`config.mk`:
```
export PLATFORM = sky130hd
export DESIGN_NAME = parity_frame_shift
export DESIGN_NICKNAME = d
export VERILOG_FILES = /design/src/rtl/parity_frame_shift.sv
export SDC_FILE = /design/constraint.sdc
export NUM_CORES = 1
export LEC_CHECK = 0
export CELL_PAD_IN_SITES_DETAIL_PLACEMENT = 0
export CELL_PAD_IN_SITES_GLOBAL_PLACEMENT = 1
export CORE_AREA = 8 8 45 47
export DETAILED_ROUTE_END_ITERATION = 6
export DIE_AREA = 0 0 53 55
export DONT_BUFFER_PORTS = 1
export PLACE_DENSITY_LB_ADDON = 0.1
export SLEW_MARGIN = 30
export SYNTH_ARGS = -nofsm -noshare
export SYNTH_HDL_FRONTEND = slang
export SYNTH_SLANG_ARGS = --single-unit
```
`constraint.sdc`:
```
create_clock -name clk -period 1.1 [get_ports clk]
set_input_delay 0.11 -clock clk [delete_from_list [all_inputs] [get_ports clk]]
set_output_delay 0.11 -clock clk [all_outputs]
set_load 0.1 [all_outputs]
```
`src/rtl/parity_frame_shift.sv`:
```
`default_nettype none
// ============================================================================
//  Module      : parity_frame_shift
//  Description : LSB-first deserializing shift register with a running XOR
//                accumulator; i_first restarts the accumulator on bit 0.
//  Revision    : 1.0 - initial release
// ============================================================================
module parity_frame_shift #(
    parameter int DATA_W = 8
) (
    input  logic              clk,
    input  logic              rst,
    input  logic              i_clear,
    input  logic              i_shift_en,
    input  logic              i_first,
    input  logic              i_data,
    output logic [DATA_W-1:0] o_shift,
    output logic              o_acc
);

    // Bits enter at the MSB and move down, so after DATA_W shifts the first
    // bit received sits at bit 0.
    always_ff @(posedge clk) begin
        if (rst || i_clear) begin
            o_shift <= '0;
            o_acc   <= 1'b0;
        end else if (i_shift_en) begin
            o_shift <= {i_data, o_shift[DATA_W-1:1]};
            o_acc   <= i_first ? i_data : (o_acc ^ i_data);
        end
    end

endmodule
`default_nettype wire

```
# Word level (Yosys, flattened, before mapping)
# Index checks and enable logic that the tools add are counted.
[op_classes] addsub=0 n_mux=1 n_shift=0 n_lt_le_gt_ge=0 multipliers=0 n_reduce_logical=1 n_div=0 n_eq_ne=0 bitwise_logic=1
[ops] operator="$logic_or 1x1->1" count=1
[ops] operator="$mux 1" count=1
[ops] operator="$xor 1x1->1" count=1
[word_totals] out_inout_bits=9 mem_bits_rw=0 memories=0 register_bits=9 latchBits=0 word_cells=5 rom_bits=0

# Depth between registers and ports, before layout
# Gate-level depths: netlist of run 1.
[depth] word_depth=2 ltp_mapped=3 depth_no_buf=2

# Worst setup path before layout of run 1
# Ideal clock, no wire load.
[synth_path] kind="reg2reg" start="reg o_acc" end="reg o_acc" arrival_time_ns=1.592 path_stages_with_launch=3 path_buffers=0 required_time_ns=0.983 setup_time_ns=0.117 path_slack_ns=-0.610 cell_sequence="dfxtp_1 mux2_2 a32o_1"
[synth_between] elab_chain_len=2
[synth_lines] item="from (decl)" line_no="18" text="output logic o_acc"
[synth_lines] item="from (signal assigned)" line_no="29" text="o_acc <= i_first ? i_data : (o_acc ^ i_data);"
[synth_lines] item="$xor 1x1->1" line_no="29"
[synth_lines] item="$mux 1" line_no="29"
# Every way passes these cells.
# A chain may end at the register's enable or synchronous reset.

# Worst setup path after layout of run 1
[layout_path] start="reg o_shift[4]" end="out o_shift[4]"
[layout_lines] item="from (decl)" line_no="17" text="output logic [DATA_W-1:0] o_shift,"
[layout_lines] item="from (signal assigned)" line_no="28" text="o_shift <= {i_data, o_shift[DATA_W-1:1]};"
# No word-level cell between the ends.

==> results.md, run 1 <==
- Run status: finished clean
- Fin area: roughly 460 um2
- Multiplexer area fraction after synthesis: 26.16%
- Synth Instances: 33
- Vias in the first global route: approximately 270
- Sink Count: 9
- Slew Viols, Final: 0
- # IOs: 15
- Sequential-to-total area share from yosys stat: between 50% and 60%
- Synth unique cells: 10
- VDD IR max: slightly above 0.5 mV
- Routed WL: ~790 um
- Slew HR: between 80% and 90%
- Drt initial violations: 2
- Area share of and/or/nand/nor cells after synthesis: a little over an eighth
- Post-Syn Nets: 39
- Dpl hpwl: between 500 and 600 um
- DR DRC count: 0
- Synthesized area: 349.1 um2
- Root Buffer: clkbuf_4
- Main area contributors after synthesis: dfxtp_1 (52%), mux2i_1 (23%), nor2_1 (9.7%), buf_6 (3.2%), mux2_2 (3.2%)
- Cell Chain, Critical Path: buf_4
- Total CTS buffers: 3
- CP Capture Type: primary output
- Post-CTS Setup Inserts: 0
- Layout cells sized above 1: approximately 38%
- Starting Density: 25.23%
- Fmax: approximately 970 MHz
- # diodes: 0
- Top_reg_cell synth: dfxtp_1
- Finished Layout Cells: just over 60
- CP max-delay cell: dfxtp_1
- RSZ-0062 raised after global routing: false
- Worst setup SP type: flop
- Core area: approximately 1400 um2
- Clock slew at reported path FFs: ~0.06 ns
- Worst-path fanout max: 3
- Crit path max-delay family: flip-flops
- Initial antenna violation count: 0
- Drt pass-1 iters: 3
- Final nets: 52
- Critical path type: flop to primary output
- EDFF count, synth: 0
- Min-delay worst type: input port to flop
- Max clock buf depth: 2
- CTS tree: done
- CP bufs+invs: 1
- Routability cong.: 0.6641
- Layout Area Growth over Synthesis: 32.97%
- PD cells: approximately 1400 nW/um2
- Post-Synthesis Mean Instance Area: 10.58 um2
- Die width: around 53 um
- Least-Margin Pin Slew: between 0.2 and 0.3 ns
- Ys async rst share: 0%
- XOR/XNOR share of the synthesized area: 0%
- Total GRT Usage: 6.349%
- ANT nets after route: 0
- Required time of the critical path: around 1 ns
- Count of final setup violators: 0
- Placed cell areas: 427.9 um2
- Max incr delay on CP: ~0.36 ns
- Worst-Skew Late Latency: ~0.26 ns
- DIE AREA: slightly below 3000 um2
- Compound-gate portion of the synthesized area: 4.301%
- Post-synthesis adder-cell area fraction: 0%
- Post-Place Cells: 56
- Fin crit share: between 90% and 100%
- Largest family of logic cells by synthesized area: multiplexers
- H-tree Lvls: 1
- Area leader, netlist: dfxtp_1
- Tot Pwr: approximately 630 uW
- Count of warnings emitted by yosys: 0
- Die Ht: 55 um
- Post-layout min period: between 1 and 1.5 ns
- Grt ovf: 0
- Vias per std cell: roughly 4.4
- Row count: 14
- Final Core Density: between 30% and 40%
- Buffers on Ports: 0
- Clock skew: 0.005034 ns
- Drt wl/cell: 12.95 um
- Post-synthesis register bit count: 9
- Global-route wire length before repair: around 1200 um
- Via Count: between 200 and 300
- Worst Path Arrival: just over 0.9 ns
- Setup TNS: 0 ns
- Max Cap Viol: 0
- Largest net degree at the start of global routing: 11
- Fin. Hold Viols: 0
- Lkg Pwr: between 0.0002 and 0.00025 uW
- Post-synth top cells: dfxtp_1 (9), nor2_1 (9), mux2i_1 (8)
- Top-area cell type share of the netlist area: around half
layout make-up:
class	instances	area [um2]
well taps	16	20.02
fillers	149	919.6
clock buffers	4	26.28
repair buffers	10	77.57
flip-flops and latches	9	186.4
multi-input cells	22	153.9
power breakdown:
part           internal (uW)  switching, uW
sequential               328           2.22
combinational           19.4           30.6
clock                    139            109
kinds of logic after synthesis:
logic type,after synthesis
and+or+nand+nor,11
buffers and inverters,2
muxes,9
AOI/OAI and AO/OA,2
DFF,9
layer usage:
metal | track usage, % | up-vias | part of all wire [%]
li1 | - | 135 | -
met1 | 5.649 | 123 | 40
met2 | 8.203 | 9 | 44
met3 | 5.080 | 2 | 15
met4 | 7.759 | 0 | 1.1
met5 | 0 | - | 0
worst paths after layout:
path	from	endpoint	slack, ns	cells past startpoint
worst max-delay path	o_shift[4]	o_shift[4]	0.07	1
worst min-delay path	i_shift_en	o_shift[5]	0.01	2
worst max register to register	o_acc	o_acc	0.08	2
worst min register to register	o_shift[0]	o_shift[0]	0.50	2
stage by stage:
step	hold WS (ns)	setup WS, ns
floorplan	0.2571	-0.1689
global placement	0.2645	0.1042
detailed placement	0.2685	0.08654
CTS	0.002164	0.05226
global route	0.009985	0.02503
finish	0.01426	0.06679
registers in the layout, summed over array words and instances, names as in the netlist:
name and count:
o_acc 1, o_shift 8
repair_timing:
| item | 4_1_cts | 5_1_grt |
|---|---|---|
| gates resized for setup | 0 | 0 |
| hold buffers | 1 | 0 |
| hold endpoints to repair | 1 | 0 |
layout by cell type, fill, tap and decap left out:
master / n
nor2_1: 9
buf_4: 9
mux2i_1: 8
dfxtp_1: 6
clkbuf_4: 3
dfxtp_2: 2
or2_2: 1
mux2_2: 1
o21ai_0: 1
nor3b_1: 1
a32o_1: 1
clkbuf_1: 1
dlygate4sd3_1: 1
dfxtp_4: 1
Note: power is estimated with default switching activity, not from simulation.
==> run 2, diff against run 1 <==
Settings changed: ABC_CLOCK_PERIOD_IN_PS set to 1100, SKIP_CTS_REPAIR_TIMING set to 1.
==> results of run 2 <==
Same layout as run 1: the final DEF is identical, and so are final timing and power.
Among the figures that moved: wire length of the first global-routing pass 1207 um -> 1186 um; via count of the first global-routing pass 269 -> 270; overall routing resource usage 6.349% -> 6.240%; met1 usage 5.649% -> 5.344%
==> run 3, diff against run 2 <==
Settings changed: DONT_BUFFER_PORTS 1 to not set.
==> results.md, run 3 (synthesized netlist as in run 1, its figures left out) <==
- # diodes: 0
- Fmax: between 900 and 1000 MHz
- Vias in the first global route: between 300 and 400
- Worst reg2reg path depth: 2
- Placed cell areas: approximately 610 um2
- P_int: 511.3 uW
- Vias per std cell: between 4 and 5
- Most frequent cells in the layout: nor2_1 (9), buf_12 (9), mux2i_1 (8), dfxtp_1 (6), clkdlybuf4s50_1 (5)
- Clock slew at reported path FFs: 0.06 ns
- Sequential share of power: 49.5%
- Min-delay worst type: flop to flop
- Row count: 14
- Final nets: 58
- Post-layout min period: roughly 1.1 ns
- Fin area: about 630 um2
- Grt ovf: 0
- Starting Density: between 20% and 30%
- Drt wl/cell: roughly 13 um
- Core area: 1384 um2
- Worst R2R Setup Slack: 0.04 ns
- Lkg Pwr: between 0.0002 and 0.0003 uW
- Drt initial violations: 0
- Least-Margin Pin Slew: approximately 0.18 ns
- Worst-Skew Late Latency: approximately 0.25 ns
- Buffers on Ports: 14
- Cell Chain, Critical Path: mux2_2 -> a32o_1
- PD cells: approximately 1100 nW/um2
- # IOs: 15
- WHS: ~0.54 ns
- Via Count: between 300 and 400
- Worst-path fanout max: 3
- Total CTS buffers: 3
- Fin crit share: a little over nine tenths
- Hold Crit Start: o_shift[6]
- Required time of the critical path: roughly 1.3 ns
- DIE AREA: about 2900 um2
- Slew HR: 87.86%
- ANT nets after route: 0
- Routed WL: 838 um
- CP Capture Type: flop
- VDD IR max: 0.5386 mV
- WHS Endpoint: o_shift[6]
- CP max-delay cell: dfxtp_4
- CTS tree: done
- Dpl hpwl: between 600 and 700 um
- Die width: around 53 um
- Sink Count: 9
- RSZ-0062 raised after global routing: false
- Sw Pwr: 158.5 uW
- Critical path type: flop to flop
- Total GRT Usage: between 7 and 8%
- Slew Viols, Final: 0
- Power share of the clock group: between 30% and 40%
- Comb power frac: between 10% and 20%
- H-tree Lvls: 1
- Global-route wire length before repair: around 1400 um
- Clock skew: 0.001771 ns
- DR DRC count: 0
- Worst setup SP type: flop
- Layout Area Growth over Synthesis: 81.00%
- Drt pass-1 iters: 1
- Max reg flops: 8
- Hold Path Cell Cnt: 2
- Fin. Hold Viols: 0
- Register bank with the most flops: o_shift
- Max clock buf depth: 2
- Max Cap Viol: 0
- Tot Pwr: about 670 uW
- Setup TNS: 0 ns
- Worst Path Arrival: between 1 and 1.5 ns
- Initial antenna violation count: 0
- Biggest regs: o_shift (8), o_acc (1)
- Sw Ratio: a little under a quarter
- Count of final setup violators: 0
- Crit. Startpoint: o_acc
- Largest net degree at the start of global routing: 9
- Root Buffer: clkbuf_4
- Run status: finished clean
- Routability cong.: 0.6269
- RR Endpoint: o_acc
- Layout cells sized above 1: approximately 37%
- RR Startpoint: o_acc
- Die Ht: about 55 um
- Max incr delay on CP: about 0.37 ns
run 3: worst max path at each step:
stage	cells past startpoint	slack, ns	end
6_report	2	0.04	o_acc
5_1_grt	2	0.009	o_acc
4_1_cts	2	0.03	o_acc
3_5_place_dp	3	-0.11	o_acc
3_3_place_gp	3	-0.08	o_acc
2_1_floorplan	2	-0.17	o_shift[0]
run 3: power by group through the flow:
stage / Sequential (uW) / Clock, uW / Combinational [uW]
6_report: 332 / 250 / 87.9
5_1_grt: 332 / 305 / 92.7
4_1_cts: 332 / 268 / 88.9
3_5_place_dp: 339 / 0 / 88.5
3_3_place_gp: 339 / 0 / 87.3
2_1_floorplan: 358 / 0 / 29.1
run 3: cell type report:
| cell class | count | area [um2] |
|---|---|---|
| Sequential cell | 9 | 186.4 |
| Tap cell | 16 | 20.02 |
| Multi-Input combinational cell | 22 | 153.9 |
| Fill cell | 140 | 752.0 |
| Timing Repair Buffer | 16 | 245.2 |
| Clock buffer | 4 | 26.28 |
run 3: worst max-delay path, delay by kind of cell (launching register included):
family | cells | cell delay [ns]
AOI/OAI and AO/OA | 1 | 0.25
DFF | 1 | 0.37
muxes | 1 | 0.33
run 3: per-layer routing:
metal  GRT usage [%]  part of all wire [%]  up-vias  routed length (um)
met4           7.759                   2.7        0                  23
met2           10.55                    49       11                 413
li1                -                     -      148                   -
met3           4.278                    13        4                 111
met5               0                     0        -                   0
met1           6.697                    35      139                 290
run 3: metrics by stage:
stage | instances | utilization [%] | setup slack [ns]
4_1_cts | 67 | 45.66 | 0.02794
2_1_floorplan | 33 | - | -0.1689
5_1_grt | 67 | 45.66 | 0.009452
3_5_place_dp | 63 | 43.76 | -0.1089
3_3_place_gp | 63 | 43.76 | -0.07856
6_report | 67 | 45.66 | 0.04367
